**config.mk**
```make
export PLATFORM = sky130hd
export DESIGN_NAME = bus_arbiter_split
export DESIGN_NICKNAME = d
export VERILOG_FILES = /design/src/rtl/bus_arbiter_split.sv
export SDC_FILE = /design/constraint.sdc
export NUM_CORES = 1
export LEC_CHECK = 0
export CORE_MARGIN = 2
export CORE_UTILIZATION = 58
export DETAILED_ROUTE_END_ITERATION = 12
export PLACE_DENSITY = 0.91
export SYNTH_ARGS = -nofsm -noshare
export SYNTH_HDL_FRONTEND = slang
export SYNTH_SLANG_ARGS = --single-unit
```
**constraint.sdc**
```tcl
create_clock -name clk -period 6.05 [get_ports clk]
set_clock_uncertainty 0.15 [all_clocks]
set_input_delay 1.21 -clock clk [delete_from_list [all_inputs] [get_ports clk]]
set_output_delay 1.21 -clock clk [all_outputs]
set_load 0.01 [all_outputs]
```
**src/rtl/bus_arbiter_split.sv**
```systemverilog
// bus_arbiter_split: round-robin serial-bus arbiter with slave decode and one parked split transaction
module bus_arbiter_split #(
    parameter int NUM_MASTERS = 2,
    parameter int NUM_SLAVES  = 3,
    parameter int SEL_BITS    = 2
) (
    input  logic                   clk,
    input  logic                   rstn,
    input  logic [NUM_MASTERS-1:0] m_req,
    output logic [NUM_MASTERS-1:0] m_grant,
    input  logic                   bus_mvalid,
    input  logic                   bus_wr,
    input  logic [NUM_SLAVES-1:0]  s_split,
    output logic [NUM_SLAVES-1:0]  s_sel,
    output logic                   bus_busy,
    output logic                   split_pend,
    output logic                   dec_err
);
    localparam logic [2:0] IDLE     = 3'd0;
    localparam logic [2:0] GRANT    = 3'd1;
    localparam logic [2:0] DECODE   = 3'd2;
    localparam logic [2:0] ACTIVE   = 3'd3;
    localparam logic [2:0] HOLD_ERR = 3'd4;
    localparam int MW = NUM_MASTERS > 1 ? $clog2(NUM_MASTERS) : 1;
    localparam int CW = $clog2(SEL_BITS + 1);
    localparam logic [CW-1:0] CNT_LAST = CW'(SEL_BITS - 1);
    localparam logic [SEL_BITS:0] NS = (SEL_BITS + 1)'(NUM_SLAVES);
    localparam logic [NUM_MASTERS-1:0] ONE_M = NUM_MASTERS'(1);
    localparam logic [NUM_SLAVES-1:0] ONE_S = NUM_SLAVES'(1);

    logic [2:0]             state;
    logic [MW-1:0]          gnt_idx, rr_ptr, parked_m, win;
    logic [SEL_BITS-1:0]    sel_idx, parked_s, shift, shift_nxt;
    logic [CW-1:0]          bit_cnt;
    logic [NUM_MASTERS-1:0] elig;
    logic                   win_ok, gnt_req, resume, bits_done, idx_ok;

    always_comb begin
        gnt_req   = m_req[gnt_idx];
        elig      = m_req & ~(split_pend ? ONE_M << parked_m : '0);
        resume    = split_pend && m_req[parked_m] && !s_split[parked_s];
        shift_nxt = (state == GRANT ? '0 : shift << 1) | SEL_BITS'(bus_wr);
        bits_done = state == GRANT ? SEL_BITS == 1 : bit_cnt == CNT_LAST;
        idx_ok    = {1'b0, shift_nxt} < NS;
        win       = '0;
        win_ok    = 1'b0;
        // descending scan so the requester closest to rr_ptr is the last (winning) assignment
        for (int i = NUM_MASTERS - 1; i >= 0; i--) begin
            if (elig[(int'(rr_ptr) + i) % NUM_MASTERS]) begin
                win    = MW'((int'(rr_ptr) + i) % NUM_MASTERS);
                win_ok = 1'b1;
            end
        end
    end

    always_ff @(posedge clk or negedge rstn) begin
        if (!rstn) begin
            state      <= IDLE;
            m_grant    <= '0;
            s_sel      <= '0;
            bus_busy   <= 1'b0;
            split_pend <= 1'b0;
            dec_err    <= 1'b0;
            gnt_idx    <= '0;
            rr_ptr     <= '0;
            parked_m   <= '0;
            parked_s   <= '0;
            sel_idx    <= '0;
            shift      <= '0;
            bit_cnt    <= '0;
        end else begin
            dec_err <= 1'b0;
            if (split_pend && !m_req[parked_m])
                split_pend <= 1'b0;
            if (state != IDLE && !gnt_req) begin
                m_grant  <= '0;
                s_sel    <= '0;
                bus_busy <= 1'b0;
                state    <= IDLE;
            end else begin
                case (state)
                    IDLE: begin
                        if (resume) begin
                            m_grant    <= ONE_M << parked_m;
                            s_sel      <= ONE_S << parked_s;
                            gnt_idx    <= parked_m;
                            sel_idx    <= parked_s;
                            split_pend <= 1'b0;
                            bus_busy   <= 1'b1;
                            state      <= ACTIVE;
                        end else if (win_ok) begin
                            m_grant  <= ONE_M << win;
                            gnt_idx  <= win;
                            rr_ptr   <= win == MW'(NUM_MASTERS - 1) ? '0 : win + MW'(1);
                            bus_busy <= 1'b1;
                            state    <= GRANT;
                        end
                    end
                    GRANT, DECODE: begin
                        if (bus_mvalid) begin
                            shift   <= shift_nxt;
                            bit_cnt <= state == GRANT ? CW'(1) : bit_cnt + CW'(1);
                            if (!bits_done)
                                state <= DECODE;
                            else if (idx_ok) begin
                                s_sel   <= ONE_S << shift_nxt;
                                sel_idx <= shift_nxt;
                                state   <= ACTIVE;
                            end else begin
                                dec_err <= 1'b1;
                                state   <= HOLD_ERR;
                            end
                        end
                    end
                    ACTIVE: begin
                        if (s_split[sel_idx] && !split_pend) begin
                            parked_m   <= gnt_idx;
                            parked_s   <= sel_idx;
                            split_pend <= 1'b1;
                            m_grant    <= '0;
                            s_sel      <= '0;
                            bus_busy   <= 1'b0;
                            state      <= IDLE;
                        end
                    end
                    HOLD_ERR: state <= HOLD_ERR;
                    default: begin
                        m_grant  <= '0;
                        s_sel    <= '0;
                        bus_busy <= 1'b0;
                        state    <= IDLE;
                    end
                endcase
            end
        end
    end
endmodule

```
==> results_dict.tcl, run 1 <==
set metrics [dict create \
    ctsHoldBuffers 0 \
    period_minus_slack_ns 3.10 \
    ys_types 46 \
    synthToLayoutAreaGrowth_pct 14.4 \
    drt-pass1-iter-count 4 \
    synthesis.area_mm2 0.00135 \
    gp_congestion 0.837 \
    crit_chain "clkdlybuf4s50_1 > mux2i_1 > nor2_1 > o21ai_0 > nor3b_1 > mux2_1" \
    dieArea_mm2 0.00272 \
    clk_pin_slew_worst_paths_ns 0.12 \
    hold_path_class "flop to flop" \
    hold_ws_ns 0.345 \
    routed_via_density 6.29 \
    clock_sink_count 21 \
    grt_max_degree 22 \
    grt_pass1_vias 1007 \
    syn-num-nets 138 \
    cap_violations 0 \
    grt_pass1_wl_mm 4.64 \
    die_width_um 52.2 \
    rsz0062_at_grt "false" \
    ys_ff_latch 21 \
    synthArstFlopShare_pct 100 \
    drive_gt1_share_pct 18.3 \
    crit_path_end_kind "flop" \
    final_cell_mix "dfrtp_1 (21), clkdlybuf4s50_1 (16), mux2_2 (12)" \
    clock_path_buffers 2 \
    start_util_pct 60.9 \
    critical-path-max-stage-delay_ns 0.52 \
    synthFlopType "dfrtp_1" \
    slew_headroom_pct 38.0 \
    crit_fanout 8 \
    clkLatencyLatePin_ns 0.32 \
    status "finished, final reports clean" \
    p_per_area_mw_per_mm2 462 \
    cp.arrival_ns 3.16 \
    synthTopCellsByArea "dfrtp_1 (39%), mux2_2 (10%), mux2i_1 (4.5%), nand2_1 (2.8%), mux2_1 (2.5%)" \
    hold_violations 0 \
    setup_viol 0 \
    fmax_mhz 323 \
    cp_num_buf_inv 1 \
    worstPathRequired_ns 6.11 \
    drc 0 \
    dp_hpwl_mm 2.05 \
    netlist_instances 128 \
    numCtsBuffers 3 \
    yosysTopAreaCellShare_pct 39.0 \
    min_period_over_period_pct 51.2 \
    slew_violations 0 \
    cpMaxStageDelayCell "clkdlybuf4s50_1" \
    ctsHtreeMaxLevel 1 \
    pre_cts_ws_ns 2.64 \
    drt_iter0_drc 26 \
    post_drt_wl_per_cell_um 16.2 \
    cts_tree "yes" \
    place.port_buffers 16 \
    final_common_cell "dfrtp_1" \
    antenna_cells 0 \
    synth_largest_area_cell "dfrtp_1" \
    grt_usage_pct 23.2 \
    critPathKind "input pin to flop" \
    synth_warnings 0 \
    synth_edf_count 0 \
    avgSynthCellArea_um2 10.5 \
    nNetsFinal 153 \
    drtAntennaViolNets 0 \
    worstMarginPinSlew_ns 0.926 \
    p_leak_nw 0.650 \
    fin_setup_tns_ns 0 \
    startpoint_type "input pin" \
    num_vias 1069 \
    fp-row-count 17 \
    cts-root-buf "clkbuf_4" \
    post_cts_buffers 0 \
    antenna_found_initial 0 \
    routed_wl_mm 2.75 \
    die-height_um 52.2 \
    ios 17 \
    setup_slack_ns 2.95 \
    core_area_mm2 0.00221 \
    yosysSeqAreaShare_pct 39.0 \
    vdd_drop_max_mv 0.284 \
    cts_resized 0 \
    path_delay_family "multiplexers" \
    grt_remaining_overflow 0 \
]
==> sequential cells by signal (all words and copies together), names as in the netlist <==
name	count
s_sel	3
state	3
bit_cnt	2
m_grant	2
parked_s	2
sel_idx	2
bus_busy	1
dec_err	1
gnt_idx	1
parked_m	1
rr_ptr	1
shift	1
split_pend	1
==> cells in the mapped netlist, types with 2 or more instances <==
cell and n:
o2bb2ai_1 3, nand3_1 3, a31oi_1 4, nor3b_1 3, nor2_1 7, dfrtp_1 21, o21ai_0 4, mux2i_1 6
nor3_1 4, nand2_1 10, mux2_1 3, nand3b_1 3, a21o_1 4, o221ai_1 2, a21oi_1 2, inv_1 4
mux2_2 12, buf_2 4, a22oi_1 2
==> area by class of cell <==
| class | count | area [um2] |
|---|---|---|
| inverter | 4 | 15.0 |
| fill | 172 | 671 |
| tap | 28 | 35.0 |
| timing repair buffer | 16 | 160 |
| sequential | 21 | 526 |
| clock inverter | 1 | 7.51 |
| multi-input combinational | 97 | 776 |
| clock buffer | 3 | 22.5 |
==> power by group <==
part,switching (W),internal (W)
Clock,0.0000456,0.0000253
Combinational,0.000181,0.000196
Sequential,0.0000721,0.000192
Total,0.000298,0.000414
==> per-layer routing <==
layer	GRT usage (%)	share of wire, %
met1	30.6	46
met5	0	0
met3	5.14	4.5
met4	6.84	0.95
met2	38.2	49
==> final timing paths <==
| kind | from | end | slack [ns] | cells after the start |
|---|---|---|---|---|
| min in group asynchronous | rstn | dec_err | 1.25 | 1 |
| hold reg to reg | m_grant[1] | m_grant[1] | 0.34 | 1 |
| setup / recovery | m_req[1] | s_sel[2] | 2.95 | 6 |
| setup reg to reg | state[0] | s_sel[2] | 3.78 | 4 |
| hold / removal | m_grant[1] | m_grant[1] | 0.34 | 1 |
| max in group asynchronous | rstn | rr_ptr | 3.94 | 1 |
==> kinds of logic (layout without fill, tap and decap cells) <==
| family | Yosys count | count (layout) | share of synthesized area [%] |
|---|---|---|---|
| DFF | 21 | 21 | 39.0 |
| and+or+nand+nor | 40 | 40 | 17.2 |
| AOI/OAI and AO/OA | 32 | 32 | 20.3 |
| muxes | 21 | 21 | 17.0 |
| xor gates and xnor gates | 2 | 2 | 1.30 |
| adders and majority gates | 2 | 2 | 1.76 |
| buffers and inverters | 10 | 24 | 3.44 |
==> metrics by stage <==
stage                     utilization [%]  cells  power, W  instance area [um2]
after floorplan                         -    128  0.000538                 1350
after detailed placement             68.3    166  0.000637                 1510
after global routing                 69.7    170  0.000768                 1540
final                                69.7    170  0.000712                 1540
after CTS                            69.7    170  0.000711                 1540
after global placement               68.3    166  0.000624                 1510
Note: power is estimated with default switching activity, not from simulation.
==> run 2: changes to the inputs <==
--- a/config.mk
+++ b/config.mk
@@ -6,9 +6,9 @@
 export NUM_CORES = 1
 export LEC_CHECK = 0
 export CORE_MARGIN = 2
-export CORE_UTILIZATION = 58
+export CORE_UTILIZATION = 49
 export DETAILED_ROUTE_END_ITERATION = 12
-export PLACE_DENSITY = 0.91
+export PLACE_DENSITY = 0.83
 export SYNTH_ARGS = -nofsm -noshare
 export SYNTH_HDL_FRONTEND = slang
 export SYNTH_SLANG_ARGS = --single-unit
==> constraint.sdc (replaced) <==
create_clock -name clk -period 2.58 [get_ports clk]
set_clock_uncertainty 0.15 [all_clocks]
set_input_delay 0.516 -clock clk [delete_from_list [all_inputs] [get_ports clk]]
set_output_delay 0.516 -clock clk [all_outputs]
set_load 0.01 [all_outputs]
==> results_dict.tcl, run 2 (synthesis gave the netlist of run 1 again) <==
set metrics [dict create \
    met1_length_mm 1.39 \
    antenna_cells 0 \
    final_common_cell "dfrtp_1" \
    routed.top_layer "met4" \
    post_drt_wl_per_cell_um 16.6 \
    dp.cells 180 \
    fp-row-count 19 \
    p_leak_nw 0.707 \
    die-height_um 56.4 \
    clock_sink_count 21 \
    grt_max_degree 22 \
    final_core_util_pct 60.5 \
    post_cts_buffers 0 \
    hold_violations 0 \
    drc 0 \
    reg_top3 "s_sel: 3 flops, state: 3 flops" \
    ios 17 \
    pre_cts_ws_ns -0.0309 \
    p_total_w 0.00175 \
    crit_path_end_kind "flop" \
    slew_violations 0 \
    grt_usage_pct 21.3 \
    period_minus_slack_ns 2.26 \
    r2r_setup_slack_ns 0.49 \
    cts_resized 0 \
    core_area_mm2 0.00269 \
    dp_hpwl_mm 2.35 \
    ctsHoldBuffers 0 \
    antenna_found_initial 0 \
    fmax_mhz 442 \
    worstMarginPinSlew_ns 0.539 \
    hold_ws_ns 0.356 \
    gp_congestion 0.900 \
    nNetsFinal 164 \
    ctsHtreeMaxLevel 1 \
    setup_viol 0 \
    cts_tree "yes" \
    num-fill-cells 224 \
    r2r-start "split_pend" \
    status "finished, final reports clean" \
    routed_wl_mm 3.05 \
    startpoint_type "input pin" \
    cts-root-buf "clkbuf_4" \
    cp.arrival_ns 2.31 \
    clk_pin_slew_worst_paths_ns 0.12 \
    cap_violations 0 \
    fin_cells 184 \
    numCtsBuffers 3 \
    holdCritStartpoint "m_grant[1]" \
    synthToLayoutAreaGrowth_pct 20.6 \
    clock_path_buffers 2 \
    drive_gt1_share_pct 24.2 \
    die_width_um 56.4 \
    rsz0062_at_grt "false" \
    routed_via_density 6.23 \
    hold_path_class "flop to flop" \
    min_period_over_period_pct 87.8 \
    worstSetupStartpoint "m_req[0]" \
    grt_pass1_wl_mm 5.36 \
    place.port_buffers 16 \
    vdd_drop_max_mv 0.634 \
    grt_pass1_vias 1155 \
    route.met3.wl_um 142 \
    p_per_area_mw_per_mm2 1070 \
    worstPathRequired_ns 2.63 \
    final_cell_mix "dfrtp_1 (21), clkdlybuf4s50_1 (16), mux2_2 (12)" \
    drt_iter0_drc 55 \
    critPathKind "input pin to flop" \
    start_util_pct 50.2 \
    setup_slack_ns 0.315 \
    num_vias 1147 \
    slew_headroom_pct 64.0 \
    crit_fanout 7 \
    dieArea_mm2 0.00319 \
    drtAntennaViolNets 0 \
    drt-pass1-iter-count 4 \
    grt_remaining_overflow 0 \
    wl_met2_mm 1.48 \
    clkLatencyLatePin_ns 0.31 \
]
==> run 2: routing by layer <==
layer  vias to the layer above  global-route usage, %
li1                        539                      -
met3                         6                   3.46
met4                         0                   8.16
met1                       569                   28.4
met2                        33                   34.6
met5                         -                      0
==> run 2: area by class of cell <==
cell class,count,area [um2],share of cell area (%)
Clock buffer,3,22.5,1.39
Clock inverter,1,5.00,0.308
Inverter,4,15.0,0.924
Multi-Input combinational cell,97,776,47.7
Sequential cell,21,526,32.3
Tap cell,31,38.8,2.39
Timing Repair Buffer,27,243,14.9
==> run 2: final timing paths <==
check                             end  cells past startpoint
setup reg to reg             s_sel[1]                      5
hold reg to reg            m_grant[1]                      1
min in group asynchronous  sel_idx[0]                      2
setup / recovery             s_sel[1]                      5
hold / removal             m_grant[1]                      1
max in group asynchronous    s_sel[1]                      2
==> run 2: critical path, stage by stage <==
cell and delay [ns]:
clkdlybuf4s50_1 0.58, mux2i_1 0.18, maj3_2 0.33, a311oi_2 0.34, mux2_1 0.36
==> run 2: through the flow <==
stage | TNS, ns | cell area [um2]
after floorplan | 0 | 1350
after global placement | 0 | 1600
after detailed placement | -0.0887 | 1600
after CTS | 0 | 1630
after global routing | 0 | 1630
final | 0 | 1630
==> run 2: report_power, final <==
group	switching, W	internal, W	total, W
logic	0.000500	0.000515	0.00102
registers	0.000115	0.000452	0.000567
clock network	0.000106	0.0000578	0.000164
==> run 3: changes to the inputs <==
--- a/config.mk
+++ b/config.mk
@@ -5,7 +5,6 @@
 export SDC_FILE = /design/constraint.sdc
 export NUM_CORES = 1
 export LEC_CHECK = 0
-export CORE_MARGIN = 2
 export CORE_UTILIZATION = 49
 export DETAILED_ROUTE_END_ITERATION = 12
 export PLACE_DENSITY = 0.83
==> constraint.sdc (replaced) <==
create_clock -name clk -period 1.9 [get_ports clk]
set_clock_uncertainty 0.15 [all_clocks]
set_input_delay 0.38 -clock clk [delete_from_list [all_inputs] [get_ports clk]]
set_output_delay 0.38 -clock clk [all_outputs]
set_load 0.01 [all_outputs]
==> results_dict.tcl, run 3 (synthesis gave the netlist of run 1 again) <==
set metrics [dict create \
    status "finished with violations" \
    violations "setup timing" \
    worstMarginPinSlew_ns 0.414 \
    die_width_um 54.4 \
    p_leak_nw 0.901 \
    cp_num_buf_inv 0 \
    ctsHoldBuffers 0 \
    dp_hpwl_mm 2.63 \
    final_cell_mix "buf_4 (36), dfrtp_1 (19), nand2_1 (10), clkdlybuf4s50_1 (10), mux2_2 (9)" \
    cp.arrival_ns 2.08 \
    ios 17 \
    core_area_mm2 0.00254 \
    routed_wl_mm 4.17 \
    grt_max_degree 22 \
    drtAntennaViolNets 0 \
    nNetsFinal 191 \
    period_minus_slack_ns 2.01 \
    grt_remaining_overflow 0 \
    grt_usage_pct 27.9 \
    slew_headroom_pct 72.4 \
    seqPwrFrac_pct 25.0 \
    pre_cts_ws_ns -0.525 \
    p_per_area_mw_per_mm2 1570 \
    routed_via_density 6.40 \
    power.internal_w 0.00184 \
    cap_violations 0 \
    reg_top3 "s_sel: 3 flops, state: 3 flops" \
    cts-root-buf "clkbuf_4" \
    crit_chain "mux2i_4 > maj3_2 > a311oi_4 > mux2_4" \
    critical-path-max-stage-delay_ns 0.48 \
    clock_path_buffers 2 \
    numCtsBuffers 3 \
    grt_pass1_vias 1243 \
    fmax_mhz 497 \
    drc 0 \
    antenna_found_initial 0 \
    vdd_drop_max_mv 1.19 \
    grt_pass1_wl_mm 5.69 \
    slew_violations 0 \
    clock_sink_count 21 \
    crit_path_end_kind "flop" \
    start_util_pct 52.9 \
    dieArea_mm2 0.00296 \
    min_period_over_period_pct 106 \
    drive_gt1_share_pct 48.3 \
    startpoint_type "flop" \
    switchingPower_w 0.00129 \
    crit_cells 4 \
    num_vias 1345 \
    fp-row-count 18 \
    drt-pass1-iter-count 4 \
    clk_pin_slew_worst_paths_ns 0.12 \
    setup_slack_ns -0.112 \
    critPathKind "flop to flop" \
    synthToLayoutAreaGrowth_pct 47.9 \
    cpMaxStageDelayCell "dfrtp_2" \
    gp_congestion 0.806 \
    pwr-share-comb_pct 67.7 \
    die-height_um 54.4 \
    place.port_buffers 16 \
    ctsHtreeMaxLevel 1 \
    rsz0062_at_grt "true" \
    setup_viol 12 \
    hold_violations 0 \
    hold_path_class "input pin to async pin" \
    p_total_w 0.00313 \
    clkLatencyLatePin_ns 0.32 \
    p_sw_share_pct 41.3 \
    cts_tree "yes" \
    r2r_cells 4 \
    crit_fanout 5 \
    path_delay_family "multiplexers" \
    antenna_cells 0 \
    worstPathRequired_ns 1.96 \
    post_drt_wl_per_cell_um 19.9 \
    p_clk_share_pct 7.3 \
    drt_iter0_drc 58 \
    final_common_cell "buf_4" \
]
[run 3: cell count changes in the layout (fill, tap and decap cells not counted), sizes merged]
cell,delta
dlygate4sd2,+5
dlymetal6s2s,+1
buf,+27
clkdlybuf4s50,-6
[run 3: power groups by stage]
stage / clock network (W) / logic, W / registers, W
finish: 0.000228 / 0.00212 / 0.000782
global route: 0.000244 / 0.00224 / 0.000795
CTS: 0.000232 / 0.00179 / 0.000758
detailed placement: 0 / 0.00165 / 0.000766
global placement: 0 / 0.00159 / 0.000749
floorplan: 0 / 0.000992 / 0.000761
[run 3: final cells by class]
cell class / instances / area (um2)
multi-input cells: 97 / 936
fillers: 161 / 552
flip-flops and latches: 21 / 528
repair buffers: 54 / 449
well taps: 30 / 37.5
clock buffers: 3 / 22.5
inverters: 4 / 15.0
clock inverters: 1 / 5.00
[run 3: final timing paths]
| check | from | to | slack [ns] |
|---|---|---|---|
| worst min register to register | m_grant[1] | m_grant[1] | 0.34 |
| worst max register to register | gnt_idx | s_sel[1] | -0.11 |
| max in group asynchronous | rstn | gnt_idx | 1.11 |
| worst max-delay path | gnt_idx | s_sel[1] | -0.11 |
| worst min-delay path | rstn | bit_cnt[0] | 0.24 |
| min in group clk | m_grant[1] | m_grant[1] | 0.34 |
[run 3: stage by stage]
| stage | cells | setup TNS, ns | area [um2] | util [%] | hold slack [ns] |
|---|---|---|---|---|---|
| after floorplan | 128 | -0.0922 | 1360 | - | -0.0656 |
| after global placement | 201 | -6.82 | 1770 | 69.5 | 0.317 |
| after detailed placement | 201 | -7.78 | 1770 | 69.5 | 0.325 |
| after CTS | 207 | -0.546 | 1840 | 72.4 | 0.241 |
| after global routing | 210 | -1.30 | 1990 | 78.3 | 0.272 |
| final | 210 | -0.538 | 1990 | 78.3 | 0.238 |
[run 3: timing repair]
action                     CTS  global route
setup buffers                2             3
setup endpoints to repair   18            19
pin swaps                    4             7
gates resized for setup     14            26
[run 3: routing by layer]
metal	GRT usage, %	routed length (um)
met1	34.8	1740
met2	47.8	2020
met3	4.72	229
met4	10.7	179
met5	0	0
[run 3: worst reg2reg max path: stages (launching register included)]
cell and delay, ns:
dfrtp_2 0.48, mux2i_4 0.25, maj3_2 0.35, a311oi_4 0.34
mux2_4 0.34
